**config.mk**
```make
export PLATFORM = sky130hd
export DESIGN_NAME = v_pipe_update_mc
export DESIGN_NICKNAME = d
export VERILOG_FILES = /design/src/rtl/v_pkg.sv /design/src/rtl/v_pipe_update_alu.sv /design/src/rtl/v_pipe_update_mc.sv
export SDC_FILE = /design/constraint.sdc
export NUM_CORES = 1
export LEC_CHECK = 0
export CAP_MARGIN = 15
export CORE_ASPECT_RATIO = 0.7
export CORE_MARGIN = 3
export CORE_UTILIZATION = 44
export CTS_CLUSTER_DIAMETER = 150
export DETAILED_ROUTE_END_ITERATION = 6
export HOLD_SLACK_MARGIN = 0.08
export PLACE_DENSITY_LB_ADDON = 0.12
export SYNTH_ARGS = -nofsm -noshare
export SYNTH_HDL_FRONTEND = slang
export SYNTH_HIERARCHICAL = 1
export SYNTH_SLANG_ARGS = --single-unit
export TNS_END_PERCENT = 5
```
**constraint.sdc**
```tcl
create_clock -name clk -period 11.2 [get_ports clk]
set_clock_uncertainty 0.15 [all_clocks]
set_input_delay 3.36 -clock clk [delete_from_list [all_inputs] [get_ports clk]]
set_output_delay 3.36 -clock clk [all_outputs]
set_load 0.01 [all_outputs]
```
**src/rtl/v_pkg.sv**
```systemverilog
`default_nettype none
// ============================================================================
// Module : v_pkg
// Desc   : Shared types for the list-head update pipeline.
// Rev    : 1.0
// ============================================================================
package v_pkg;

  localparam int ID_W        = 8;
  localparam int KEY_W       = 16;
  localparam int SIZE_W      = 16;
  localparam int COUNT_MAX_W = 16;
  localparam int ADDR_W      = 4;

  typedef logic [ID_W-1:0]   id_t;
  typedef logic [KEY_W-1:0]  key_t;
  typedef logic [SIZE_W-1:0] size_t;
  typedef logic [ADDR_W-1:0] addr_t;

  typedef enum logic [2:0] {
    CMD_NOP = 3'd0,
    CMD_CLR = 3'd1,
    CMD_ADD = 3'd2,
    CMD_DEL = 3'd3,
    CMD_REP = 3'd4
  } cmd_t;

  // count is sized for the widest supported COUNT_W; only the low COUNT_W bits are live
  typedef struct packed {
    logic                   vld;
    key_t                   key;
    size_t                  size;
    logic [COUNT_MAX_W-1:0] count;
  } state_t;

  typedef struct packed {
    id_t   id;
    cmd_t  cmd;
    key_t  key;
    size_t size;
  } upd_t;

endpackage
`default_nettype wire

```
**src/rtl/v_pipe_update_alu.sv**
```systemverilog
`default_nettype none
// ============================================================================
// Module : v_pipe_update_alu
// Desc   : Combinational next-state, notify and error decision for one list.
// Rev    : 1.0
// ============================================================================
module v_pipe_update_alu
  import v_pkg::*;
#(
  parameter int COUNT_W    = 8,
  parameter int NOTIFY_ALL = 0
) (
  input  cmd_t   i_cmd,
  input  key_t   i_key,
  input  size_t  i_size,
  input  state_t i_old,
  output state_t o_new,
  output logic   o_wen,
  output logic   o_notify,
  output logic   o_err
);

  localparam logic [COUNT_MAX_W-1:0] CNT_MAX = COUNT_MAX_W'((1 << COUNT_W) - 1);
  localparam logic [COUNT_MAX_W-1:0] CNT_ONE = COUNT_MAX_W'(1);

  logic head_chg;

  always_comb begin
    o_new = i_old;
    o_wen = 1'b0;
    o_err = 1'b0;
    case (i_cmd)
      CMD_CLR: begin
        o_new = '0;
        o_wen = 1'b1;
      end
      CMD_ADD: begin
        o_wen = 1'b1;
        if (i_old.count >= CNT_MAX) begin
          o_err = 1'b1;
        end else begin
          o_new.count = i_old.count + CNT_ONE;
        end
        if (!i_old.vld || (i_key < i_old.key)) begin
          o_new.vld  = 1'b1;
          o_new.key  = i_key;
          o_new.size = i_size;
        end
      end
      CMD_DEL: begin
        if (i_old.count == '0) begin
          o_err = 1'b1;
        end else begin
          o_wen       = 1'b1;
          o_new.count = i_old.count - CNT_ONE;
          // An emptied list has no head; zeroed fields keep the notify payload clean
          if (o_new.count == '0) begin
            o_new.vld  = 1'b0;
            o_new.key  = '0;
            o_new.size = '0;
          end
        end
      end
      CMD_REP: begin
        o_wen      = 1'b1;
        o_new.vld  = 1'b1;
        o_new.key  = i_key;
        o_new.size = i_size;
      end
      default: ;
    endcase
    head_chg = (o_new.vld != i_old.vld) || (o_new.key != i_old.key) ||
               (o_new.size != i_old.size);
    o_notify = o_wen && ((NOTIFY_ALL != 0) || head_chg);
  end

endmodule
`default_nettype wire

```
**src/rtl/v_pipe_update_mc.sv**
```systemverilog
`default_nettype none
// ============================================================================
// Module : v_pipe_update_mc
// Desc   : 3-stage read-modify-write pipeline keeping per-list head and count.
// Rev    : 1.0
// ============================================================================
module v_pipe_update_mc
  import v_pkg::*;
#(
  parameter int N_LISTS    = 16,
  parameter int COUNT_W    = 8,
  parameter int NOTIFY_ALL = 0,
  localparam int AW        = (N_LISTS > 1) ? $clog2(N_LISTS) : 1
) (
  input  logic          clk,
  input  logic          rst_n,
  input  logic          i_upd_vld,
  input  id_t           i_upd_prod_id,
  input  cmd_t          i_upd_cmd,
  input  key_t          i_upd_key,
  input  size_t         i_upd_size,
  output logic          o_state_ren,
  output logic [AW-1:0] o_state_raddr,
  input  state_t        i_state_rdata,
  output logic          o_state_wen_r,
  output logic [AW-1:0] o_state_waddr_r,
  output state_t        o_state_wdata_r,
  output logic          o_lv0_vld_r,
  output id_t           o_lv0_prod_id_r,
  output key_t          o_lv0_key_r,
  output size_t         o_lv0_size_r,
  output logic          o_err_r
);

  logic          s1_vld_d, s1_vld_q, s2_vld_d, s2_vld_q, s2_ok_d, s2_ok_q, s1_ok;
  upd_t          s1_d, s1_q, s2_d, s2_q;
  logic          hold_vld_d, hold_vld_q;
  logic [AW-1:0] hold_addr_d, hold_addr_q, s2_addr, waddr_d, waddr_q;
  state_t        hold_data_d, hold_data_q, old_state, alu_state, wdata_d, wdata_q;
  logic          wen_d, wen_q, lv0_vld_d, lv0_vld_q, err_d, err_q;
  id_t           lv0_id_d, lv0_id_q;
  key_t          lv0_key_d, lv0_key_q;
  size_t         lv0_size_d, lv0_size_q;
  logic          alu_wen, alu_notify, alu_err;

  v_pipe_update_alu #(
    .COUNT_W    (COUNT_W),
    .NOTIFY_ALL (NOTIFY_ALL)
  ) u_alu (
    .i_cmd    (s2_q.cmd),
    .i_key    (s2_q.key),
    .i_size   (s2_q.size),
    .i_old    (old_state),
    .o_new    (alu_state),
    .o_wen    (alu_wen),
    .o_notify (alu_notify),
    .o_err    (alu_err)
  );

  always_comb begin
    s1_vld_d      = i_upd_vld;
    s1_d.id       = i_upd_prod_id;
    s1_d.cmd      = i_upd_cmd;
    s1_d.key      = i_upd_key;
    s1_d.size     = i_upd_size;

    s1_ok         = 32'(s1_q.id) < N_LISTS;
    o_state_ren   = s1_vld_q && s1_ok;
    o_state_raddr = s1_q.id[AW-1:0];
    s2_vld_d      = s1_vld_q;
    s2_ok_d       = s1_ok;
    s2_d          = s1_q;

    // The RAM read misses the two writes still ahead of this command:
    // the one leaving S3 now and the one committed on the read edge itself.
    s2_addr = s2_q.id[AW-1:0];
    if (wen_q && (waddr_q == s2_addr)) begin
      old_state = wdata_q;
    end else if (hold_vld_q && (hold_addr_q == s2_addr)) begin
      old_state = hold_data_q;
    end else begin
      old_state = i_state_rdata;
    end

    wen_d       = s2_vld_q && s2_ok_q && alu_wen;
    lv0_vld_d   = s2_vld_q && s2_ok_q && alu_notify;
    err_d       = s2_vld_q && (!s2_ok_q || alu_err);
    waddr_d     = s2_addr;
    wdata_d     = alu_state;
    lv0_id_d    = s2_q.id;
    lv0_key_d   = alu_state.key;
    lv0_size_d  = alu_state.size;

    hold_vld_d  = wen_q;
    hold_addr_d = waddr_q;
    hold_data_d = wdata_q;
  end

  always_ff @(posedge clk or negedge rst_n) begin
    if (!rst_n) begin
      s1_vld_q   <= 1'b0;
      s2_vld_q   <= 1'b0;
      hold_vld_q <= 1'b0;
      wen_q      <= 1'b0;
      lv0_vld_q  <= 1'b0;
      err_q      <= 1'b0;
      waddr_q    <= '0;
      wdata_q    <= '0;
      lv0_id_q   <= '0;
      lv0_key_q  <= '0;
      lv0_size_q <= '0;
    end else begin
      s1_vld_q   <= s1_vld_d;
      s2_vld_q   <= s2_vld_d;
      hold_vld_q <= hold_vld_d;
      wen_q      <= wen_d;
      lv0_vld_q  <= lv0_vld_d;
      err_q      <= err_d;
      waddr_q    <= waddr_d;
      wdata_q    <= wdata_d;
      lv0_id_q   <= lv0_id_d;
      lv0_key_q  <= lv0_key_d;
      lv0_size_q <= lv0_size_d;
    end
  end

  always_ff @(posedge clk) begin
    s1_q        <= s1_d;
    s2_q        <= s2_d;
    s2_ok_q     <= s2_ok_d;
    hold_addr_q <= hold_addr_d;
    hold_data_q <= hold_data_d;
  end

  assign o_state_wen_r   = wen_q;
  assign o_state_waddr_r = waddr_q;
  assign o_state_wdata_r = wdata_q;
  assign o_lv0_vld_r     = lv0_vld_q;
  assign o_lv0_prod_id_r = lv0_id_q;
  assign o_lv0_key_r     = lv0_key_q;
  assign o_lv0_size_r    = lv0_size_q;
  assign o_err_r         = err_q;

endmodule
`default_nettype wire

```
==> results.txt, run 1 <==
- Across the VDD grid, the largest voltage drop is 0.09964 mV.
* Hold Fails Final Rpt: 0
* Post-synth EDFFs: 0
- Setup repair after global routing missed its margin: no
- After routing, the total negative slack on setup checks comes to 0 ns.
- The worst setup path is launched from an input pin.
- The wire-length estimate of the detail-placed layout is 23360 um.
- In this run, post-CTS hold repair placed 0 buffers.
* Slack of the worst reg-to-reg path: 4.84 ns
- Entering global routing, the biggest net connects 64 pins.
* Area of the core: 20810 um2
- Worst-skew pair later-pin latency: 0.50 ns
- The tree is rooted in a sky130_fd_sc_hd__clkbuf_16.
- Kind of capture point of the worst setup path: register
* Cell with the most instances after synthesis: sky130_fd_sc_hd__dfxtp_1
- The first global-routing pass estimated 50950 um of wire.
- The die covers 23140 um2.
- The max-slew violation count came to 0.
- Area of the mapped netlist: 9381 um2
* Max Cap Viol: 0
- In this run, synthesis produced a sequential element count of 203.
- At the pin with the least slew margin, the transition time is 1.166 ns.
- Post-CTS repair timing setup buffer count: 0
* Horiz. Die Dim: 180.5 um
* Most frequently used flop master after synthesis: sky130_fd_sc_hd__dfxtp_1
- Summing all flip-flop and latch instances after layout gives 4379 um2.
- Detailed router's first-iteration violation count: 1292
- Crit Path Category: input pin to register
* Total power: 1.815 mW
- TritonCTS built the clock tree.
- In this run the vertical extent of the chip is 128.2 um.
- The min-delay analysis places its worst path in the category register to register.
- Fill cells in the final layout number 1884.
* R2R Path End: o_lv0_key_r[7]$_DFF_PN0_
* Net count, final: 1290
- The congestion estimate from routability-driven global placement came to 0.9797.
- In the final routed layout, each cell accounts on average for 22.72 um.
- The number of global-route vias before repair came to 8310.
- Input and output buffers added on the ports amount to 195.
- Yosys synthesis warning count: 6
* Path depth of the worst reg2reg path: 16
- Post-CTS repair changed the size of 0 cells.
- Launch instance of the worst register-to-register path: o_lv0_prod_id_r[1]$_DFF_PN0_
* FFs w/ async S/R, synth: 0.3103
- Iteration count of the initial detailed-routing pass: 7
* Cell type with the highest aggregate area in the netlist: sky130_fd_sc_hd__dfxtp_1
- Clock tree synthesis found a total of 203 sinks.
* Total GRT Usage: 0.2778
- Arrival time of the worst setup path: 8.10 ns
- Highest clock rate: 127.3 MHz
* Area overhead of the layout relative to synthesis: 26.73%
* Static leakage: 4.483 nW
- The worst hold path terminates at s2_q[20]$_DFF_P_.
- The run finished with clean final reports.
- After global routing the overflow that remains totals 0.
- Number of buffers inserted during clock tree synthesis: 20
- Total via count after detailed routing: 9096
* Post-Route WL: 33310 um
* Net count of the mapped netlist: 1173
- Share of the yosys chip area belonging to registers: 0.4668
* Initial cell density of the core: 0.4508
* Distinct cell type count after synthesis: 76
- Initial antenna violation count: 1
- Pwr Density: 152.7 nW/um2
- Data on the critical path is required at its endpoint by 11.45 ns.
* Depth of the worst hold-timing path: 0
- CTS built an H-tree with a depth of 1.
* Worst-case headroom to the max-slew limit: 0.2187
* Crit-path max FO: 14
* Syn Area/Cell: 8.859 um2
* Setup violators final: 0
* CTS Buffer Depth: 3
* Area of combinational cells with multiple inputs: 4209 um2
* Cells taking the most area after synthesis: sky130_fd_sc_hd__dfxtp_1 30%, sky130_fd_sc_hd__dfrtp_1 17%, sky130_fd_sc_hd__o21ai_0 5.2%, sky130_fd_sc_hd__a31oi_1 5.1%, sky130_fd_sc_hd__nand4_1 4.2%
- Post-route fraction of the period consumed by the critical path: 0.7013
- Dividing the detail-routed via count by the number of cells gives 6.205.
* N_diodes: 0
- Fraction of layout cells with a size suffix above 1: 0.06471
* Final ANT Viol Nets: 0
- Commonest cells in the synthesized netlist: 140 x sky130_fd_sc_hd__dfxtp_1, 97 x sky130_fd_sc_hd__o21ai_0, 92 x sky130_fd_sc_hd__nand2_1
- Subtracting the final worst setup slack from the clock period gives 7.855 ns.
- After detailed routing, the number of remaining DRC violations is 0.
* I/O Pins: 196
* Gate count of the mapped netlist: 1059
- Placement Rows: 44
- After clock tree synthesis, the clock-pin slew on the worst setup and hold paths is 0.07 ns.
* Beginning of the worst hold path: s1_q[20]$_DFF_P_
- Portion of synthesized cell area occupied by the leading cell type: 0.2987
==> routing by layer <==
| layer | wire (um) | vias to the layer above | GRT usage | share of wire |
|---|---|---|---|---|
| li1 | - | 4149 | - | - |
| met1 | 16030 | 4320 | 0.4479 | 0.48 |
| met2 | 12770 | 590 | 0.3684 | 0.38 |
| met3 | 3947 | 37 | 0.07289 | 0.12 |
| met4 | 553 | 0 | 0.05097 | 0.017 |
| met5 | 0 | - | 0 | 0 |
==> how the worst max path moves through the flow <==
| stage | cells past startpoint | from | endpoint | slack (ns) |
|---|---|---|---|---|
| floorplan | 13 | i_state_rdata[33] | o_lv0_vld_r$_DFF_PN0_ | 4.89 |
| global placement | 14 | i_state_rdata[44] | o_lv0_vld_r$_DFF_PN0_ | 3.23 |
| detailed placement | 14 | i_state_rdata[44] | o_lv0_vld_r$_DFF_PN0_ | 3.00 |
| CTS | 14 | i_state_rdata[44] | o_lv0_vld_r$_DFF_PN0_ | 3.53 |
| global route | 14 | i_state_rdata[44] | o_lv0_vld_r$_DFF_PN0_ | 3.05 |
| finish | 14 | i_state_rdata[44] | o_lv0_vld_r$_DFF_PN0_ | 3.35 |
==> placed cells by master, fill, tap and decap left out, types with 21 or more instances in the layout <==
master / instances
sky130_fd_sc_hd__a21oi_1: 31
sky130_fd_sc_hd__a31oi_1: 77
sky130_fd_sc_hd__buf_4: 24
sky130_fd_sc_hd__clkbuf_16: 21
sky130_fd_sc_hd__clkdlybuf4s50_1: 194
sky130_fd_sc_hd__dfrtp_1: 63
sky130_fd_sc_hd__dfxtp_1: 140
sky130_fd_sc_hd__inv_1: 39
sky130_fd_sc_hd__nand2_1: 92
sky130_fd_sc_hd__nand4_1: 63
sky130_fd_sc_hd__nor2_1: 41
sky130_fd_sc_hd__nor3_1: 65
sky130_fd_sc_hd__o21ai_0: 97
sky130_fd_sc_hd__o22ai_1: 21
==> critical path, stage by stage <==
cell and delay [ns]:
sky130_fd_sc_hd__clkdlybuf4s50_1 0.45, sky130_fd_sc_hd__o21ai_0 0.12, sky130_fd_sc_hd__a31oi_1 0.77, sky130_fd_sc_hd__inv_1 0.21, sky130_fd_sc_hd__ha_1 0.34, sky130_fd_sc_hd__nand4_1 0.14, sky130_fd_sc_hd__nor3_1 0.31, sky130_fd_sc_hd__o311a_1 0.29
sky130_fd_sc_hd__o31a_1 0.49, sky130_fd_sc_hd__o31ai_1 0.22, sky130_fd_sc_hd__a222oi_1 0.63, sky130_fd_sc_hd__nand4_1 0.16, sky130_fd_sc_hd__a2111o_1 0.42, sky130_fd_sc_hd__and3_1 0.18
==> per-stage QoR <==
step	util	setup WS [ns]	instance area, um2	cells	hold WS, ns
after CTS	0.5713	3.530	11890	1466	0.1668
after floorplan	-	4.887	9382	1059	0.1596
after detailed placement	0.5389	2.999	11210	1430	0.1621
after global routing	0.5713	3.048	11890	1466	0.1787
final	0.5713	3.345	11890	1466	0.1671
after global placement	0.5389	3.231	11210	1430	0.1595
==> report_power, final <==
part	internal [mW]	switching, mW
registers	0.782	0.0440
clock network	0.400	0.277
logic	0.142	0.170
total	1.32	0.491
==> flip-flops by register name, summed over array words and instances (netlist names) <==
name and flops:
o_err_r 1, s1_q 39, s2_ok_q 1, hold_addr_q 4, s2_vld_q 1, lv0_id_d 8
o_lv0_size_r 16, hold_vld_q 1, o_lv0_vld_r 1, o_state_wen_r 1, s2_q 35, o_state_wdata_r 17
hold_data_q 49, o_lv0_prod_id_r 8, s1_vld_q 1, o_lv0_key_r 16, o_state_raddr 4
==> cell families (layout without fill, tap and decap cells) <==
group,after synthesis,after routing,synth area share
simple gates,334,334,0.1847
compound gates,323,323,0.2225
flops,203,203,0.4668
buf+inv,165,296,0.08642
fa+ha+maj,19,19,0.02534
xor+xnor,13,13,0.01214
mux,2,2,0.002134
==> cell type report <==
class                   count  share of cell area
repair buffers            219              0.1789
clock buffers              29             0.05094
clock inverters             7            0.005788
inverters                  41             0.01294
well taps                 276             0.02905
multi-input cells         691              0.3540
flip-flops and latches    203              0.3683
No activity file was read; power rests on OpenSTA's default activity.
==> inputs of run 2 (changes only) <==
==> constraint.sdc (replaced) <==
create_clock -name clk -period 7.6 [get_ports clk]
set_clock_uncertainty 0.15 [all_clocks]
set_input_delay 2.28 -clock clk [delete_from_list [all_inputs] [get_ports clk]]
set_output_delay 2.28 -clock clk [all_outputs]
set_load 0.01 [all_outputs]
==> run 2 against run 1 <==
Effect of this change:
- register-to-register slack got worse by 2.7 ns
- combinational power up 48%
- sequential share of layout area down 0.14 points
- critical path type unchanged
==> results.txt, run 2 (same netlist as run 1, synthesis figures left out) <==
- The run finished with clean final reports.
- Initial cell density of the core: 0.4508 (unchanged)
- The share of layout cells above drive strength 1 was 0.06695 (+0.002240).
- The initial antenna violation count came to 2 (+1).
- Kind of launch point of the worst setup path: input pin
- Depth of the worst hold-timing path: 0 (unchanged)
* Placement Rows: 44 (unchanged)
- Area of the core: 20810 um2 (unchanged)
- In this run the critical register-to-register path is launched from lv0_id_d[1]$_DFF_P_.
- Post-Route WL: 33220 um (-0.26%)
- The total of cells resized after clock tree synthesis was 0 (unchanged).
- The total area of multi-input combinational cells came to 4209 um2 (unchanged).
- The static leakage power was 4.506 nW (+0.51%).
* Cell mode on critical path: sky130_fd_sc_hd__nor3_1
- Horiz. Die Dim: 180.5 um (unchanged)
- Pin count of the biggest net entering global routing: 64 (unchanged)
- The max-cap violation count is 0 (unchanged).
- N_diodes: 0 (unchanged)
* Clock tree from TritonCTS: built
* FF/Latch Area: 4379 um2 (unchanged)
- The worst stage delay on the critical path came to 0.53 ns (-0.24 ns).
- Post-CTS repair timing setup buffer count: 0 (unchanged)
- The detail-routed via count per cell is 6.204 (about the same).
- The via count was 9126 (+0.33%).
* Placed wire-length estimate after detailed placement: 23660 um (+1.3%)
- The total buffers and inverters traversed by the critical path is 3 (+1).
- Sinks on the clock net: 203 (unchanged)
- The worst-skew pair later-pin latency came to 0.50 ns (about the same).
- The number of buffers inserted by port buffering was 195 (unchanged).
- Number of buffers added to fix hold violations after cts: 0 (unchanged)
* Post-route fraction of the period consumed by the critical path: 0.8193
* Crit-path max FO: 16 (+2)
* Beginning of the worst hold path: s1_q[28]$_DFF_P_
- The leftover overflow at the end of global routing was 0 (unchanged).
* Slowest cell on crit path: sky130_fd_sc_hd__a31oi_1
- Total GRT Usage: 0.2763 (-0.001482)
- The global placement routability congestion came to 1.040 (+6.2%).
* Slew at the pin with the worst max-slew slack: 1.122 ns (-0.04421 ns)
- The final instance area came to 11930 um2 (+0.38%).
- Via count of the first global-routing pass: 8197 (-1.4%)
- Path depth of the worst reg2reg path: 17 (+1)
* Kind of capture point of the worst setup path: register
* Family with the most delay on the worst path: compound AO/OA/AOI/OAI gates
- The number of cells on the critical path came to 15 (+1).
* Global-route wire length before repair: 50360 um (-1.2%)
* Arrival time of the worst setup path: 6.47 ns (-1.63 ns)
- Flip-flop count of the largest register, all copies and words added: 49 (unchanged)
* Final ANT Viol Nets: 0 (unchanged)
* Die outline height: 128.2 um (unchanged)
* I/O Pins: 196 (unchanged)
* Crit Path Category: input pin to register
- Net count, final: 1295 (+0.39%)
- Total die area: 23140 um2 (unchanged)
- Chain of cells forming the critical path: clkdlybuf4s50_1 > o21ai_0 > a31oi_1 > inv_1 > ha_1 > nand4_1 > nor3_1 > o311a_1 > o31a_1 > buf_4 > nor3_1 > nor3_1 > nand4_1 > a2111o_1 > and3_1
* Highest-count cells in the layout ignoring fill and taps: 194 x sky130_fd_sc_hd__clkdlybuf4s50_1, 140 x sky130_fd_sc_hd__dfxtp_1, 97 x sky130_fd_sc_hd__o21ai_0
* Post-placement cell area: 11250 um2 (+0.33%)
- The maximum buffer depth of the clock tree was 3 (unchanged).
- The first-pass iteration count of the detailed router came to 6 (-1).
- The worst path needs 6.226 ns of the cycle, external delays included.
* Final total negative setup slack: 0 ns (unchanged)
- The relative slew slack was 0.2483 (+0.02961).
- The endpoint identified for the worst register-to-register timing path is o_lv0_vld_r$_DFF_PN0_.
- The final hold violation count came to 0 (unchanged).
- Clock tree synthesis selected as its root buffer the cell sky130_fd_sc_hd__clkbuf_16.
- The max-slew violation count is 0 (unchanged).
* Number of buffers inserted during clock tree synthesis: 20 (unchanged)
- The average wire per cell in the routed design is 22.58 um (-0.60%).
* Area overhead of the layout relative to synthesis: 27.21%
* Setup violators final: 0 (unchanged)
- The largest registers in the layout are hold_data_q x49, s1_q x39, s2_q x35.
* Pwr Density: 225.6 nW/um2 (+48%)
* Setup repair after global routing missed its margin: no
- The data required time at the worst endpoint was 7.84 ns (-3.61 ns).
- Most frequent standard cell in the layout excluding fill and tap cells: sky130_fd_sc_hd__clkdlybuf4s50_1
- DR DRC count: 0 (unchanged)
- VDD IR max: 0.1538 mV (+54%)
- Hold Path End: s2_q[28]$_DFF_P_
- The reg-to-reg setup timing slack was 2.11 ns (-2.73 ns).
* Clock transition at the registers of the reported paths: 0.06 ns (about the same)
* Most flop-heavy register: hold_data_q
- Static timing analysis puts the maximum clock frequency at 160.6 MHz.
- The worst hold path belongs to the class register to register.
- The number of H-tree levels is 1 (unchanged).
- The number of violations reported at the end of detailed-routing iteration 0 is 1334 (+3.3%).
* Fill cells: 1867 (-0.90%)
-- run 2: changes by cell type in the layout (fill, tap and decap cells not counted) --
cell | before | now
sky130_fd_sc_hd__buf_4 | 24 | 29
sky130_fd_sc_hd__clkbuf_1 | 3 | 5
sky130_fd_sc_hd__clkbuf_8 | 5 | 3
sky130_fd_sc_hd__bufinv_16 | 1 | 2
sky130_fd_sc_hd__clkinv_2 | 3 | 2
sky130_fd_sc_hd__clkinv_4 | 2 | 3
sky130_fd_sc_hd__inv_4 | 1 | 0
-- run 2: worst max path at each step --
| stage | from | to | slack, ns |
|---|---|---|---|
| global placement | i_state_rdata[44] | o_lv0_vld_r$_DFF_PN0_ | 1.05 |
| finish | i_state_rdata[47] | o_lv0_vld_r$_DFF_PN0_ | 1.37 |
| detailed placement | i_state_rdata[41] | o_lv0_vld_r$_DFF_PN0_ | 1.02 |
| floorplan | i_state_rdata[33] | o_lv0_vld_r$_DFF_PN0_ | 2.37 |
| global route | i_state_rdata[41] | o_lv0_vld_r$_DFF_PN0_ | 1.15 |
| CTS | i_state_rdata[41] | o_lv0_vld_r$_DFF_PN0_ | 1.54 |
-- run 2: layout make-up --
type,count,area share
timing repair buffer,224,0.1814
sequential,203,0.3670
clock inverter,7,0.008073
inverter,41,0.01290
tap,276,0.02894
multi-input combinational,691,0.3527
clock buffer,29,0.04907
-- run 2: power breakdown --
group | leakage [nW] | switching [mW] | internal, mW
Combinational | 2.24 | 0.251 | 0.210
Sequential | 1.93 | 0.0666 | 1.15
Clock | 0.335 | 0.405 | 0.606
Total | 4.51 | 0.722 | 1.97
-- run 2: worst reg2reg max path: stages, from the launching register on --
cell	delay, ns
sky130_fd_sc_hd__dfxtp_1	0.35
sky130_fd_sc_hd__xnor2_2	0.15
sky130_fd_sc_hd__nand2_1	0.71
sky130_fd_sc_hd__buf_4	0.30
sky130_fd_sc_hd__o21ai_0	0.09
sky130_fd_sc_hd__a31oi_1	0.53
sky130_fd_sc_hd__inv_1	0.23
sky130_fd_sc_hd__ha_1	0.38
sky130_fd_sc_hd__nand4_1	0.13
sky130_fd_sc_hd__nor3_1	0.28
sky130_fd_sc_hd__o311a_1	0.28
sky130_fd_sc_hd__o31a_1	0.49
sky130_fd_sc_hd__buf_4	0.33
sky130_fd_sc_hd__nor3_1	0.09
sky130_fd_sc_hd__nor3_1	0.20
sky130_fd_sc_hd__nand4_1	0.13
sky130_fd_sc_hd__a2111o_1	0.41
sky130_fd_sc_hd__and3_1	0.18
-- run 2: metrics by stage --
step | utilization | hold WS (ns) | total power, mW | setup WS [ns] | std cells
floorplan | - | 0.1596 | 1.459 | 2.367 | 1059
global placement | 0.5407 | 0.1619 | 1.690 | 1.054 | 1435
detailed placement | 0.5407 | 0.1621 | 1.691 | 1.020 | 1435
CTS | 0.5735 | 0.1704 | 2.703 | 1.542 | 1471
global route | 0.5735 | 0.1807 | 2.797 | 1.146 | 1471
finish | 0.5735 | 0.1708 | 2.692 | 1.374 | 1471
-- run 2: metal layers --
layer | wire [um] | track usage
met5 | 30 | 0
met3 | 4099 | 0.07601
met4 | 800 | 0.06540
met2 | 12630 | 0.3661
met1 | 15660 | 0.4377
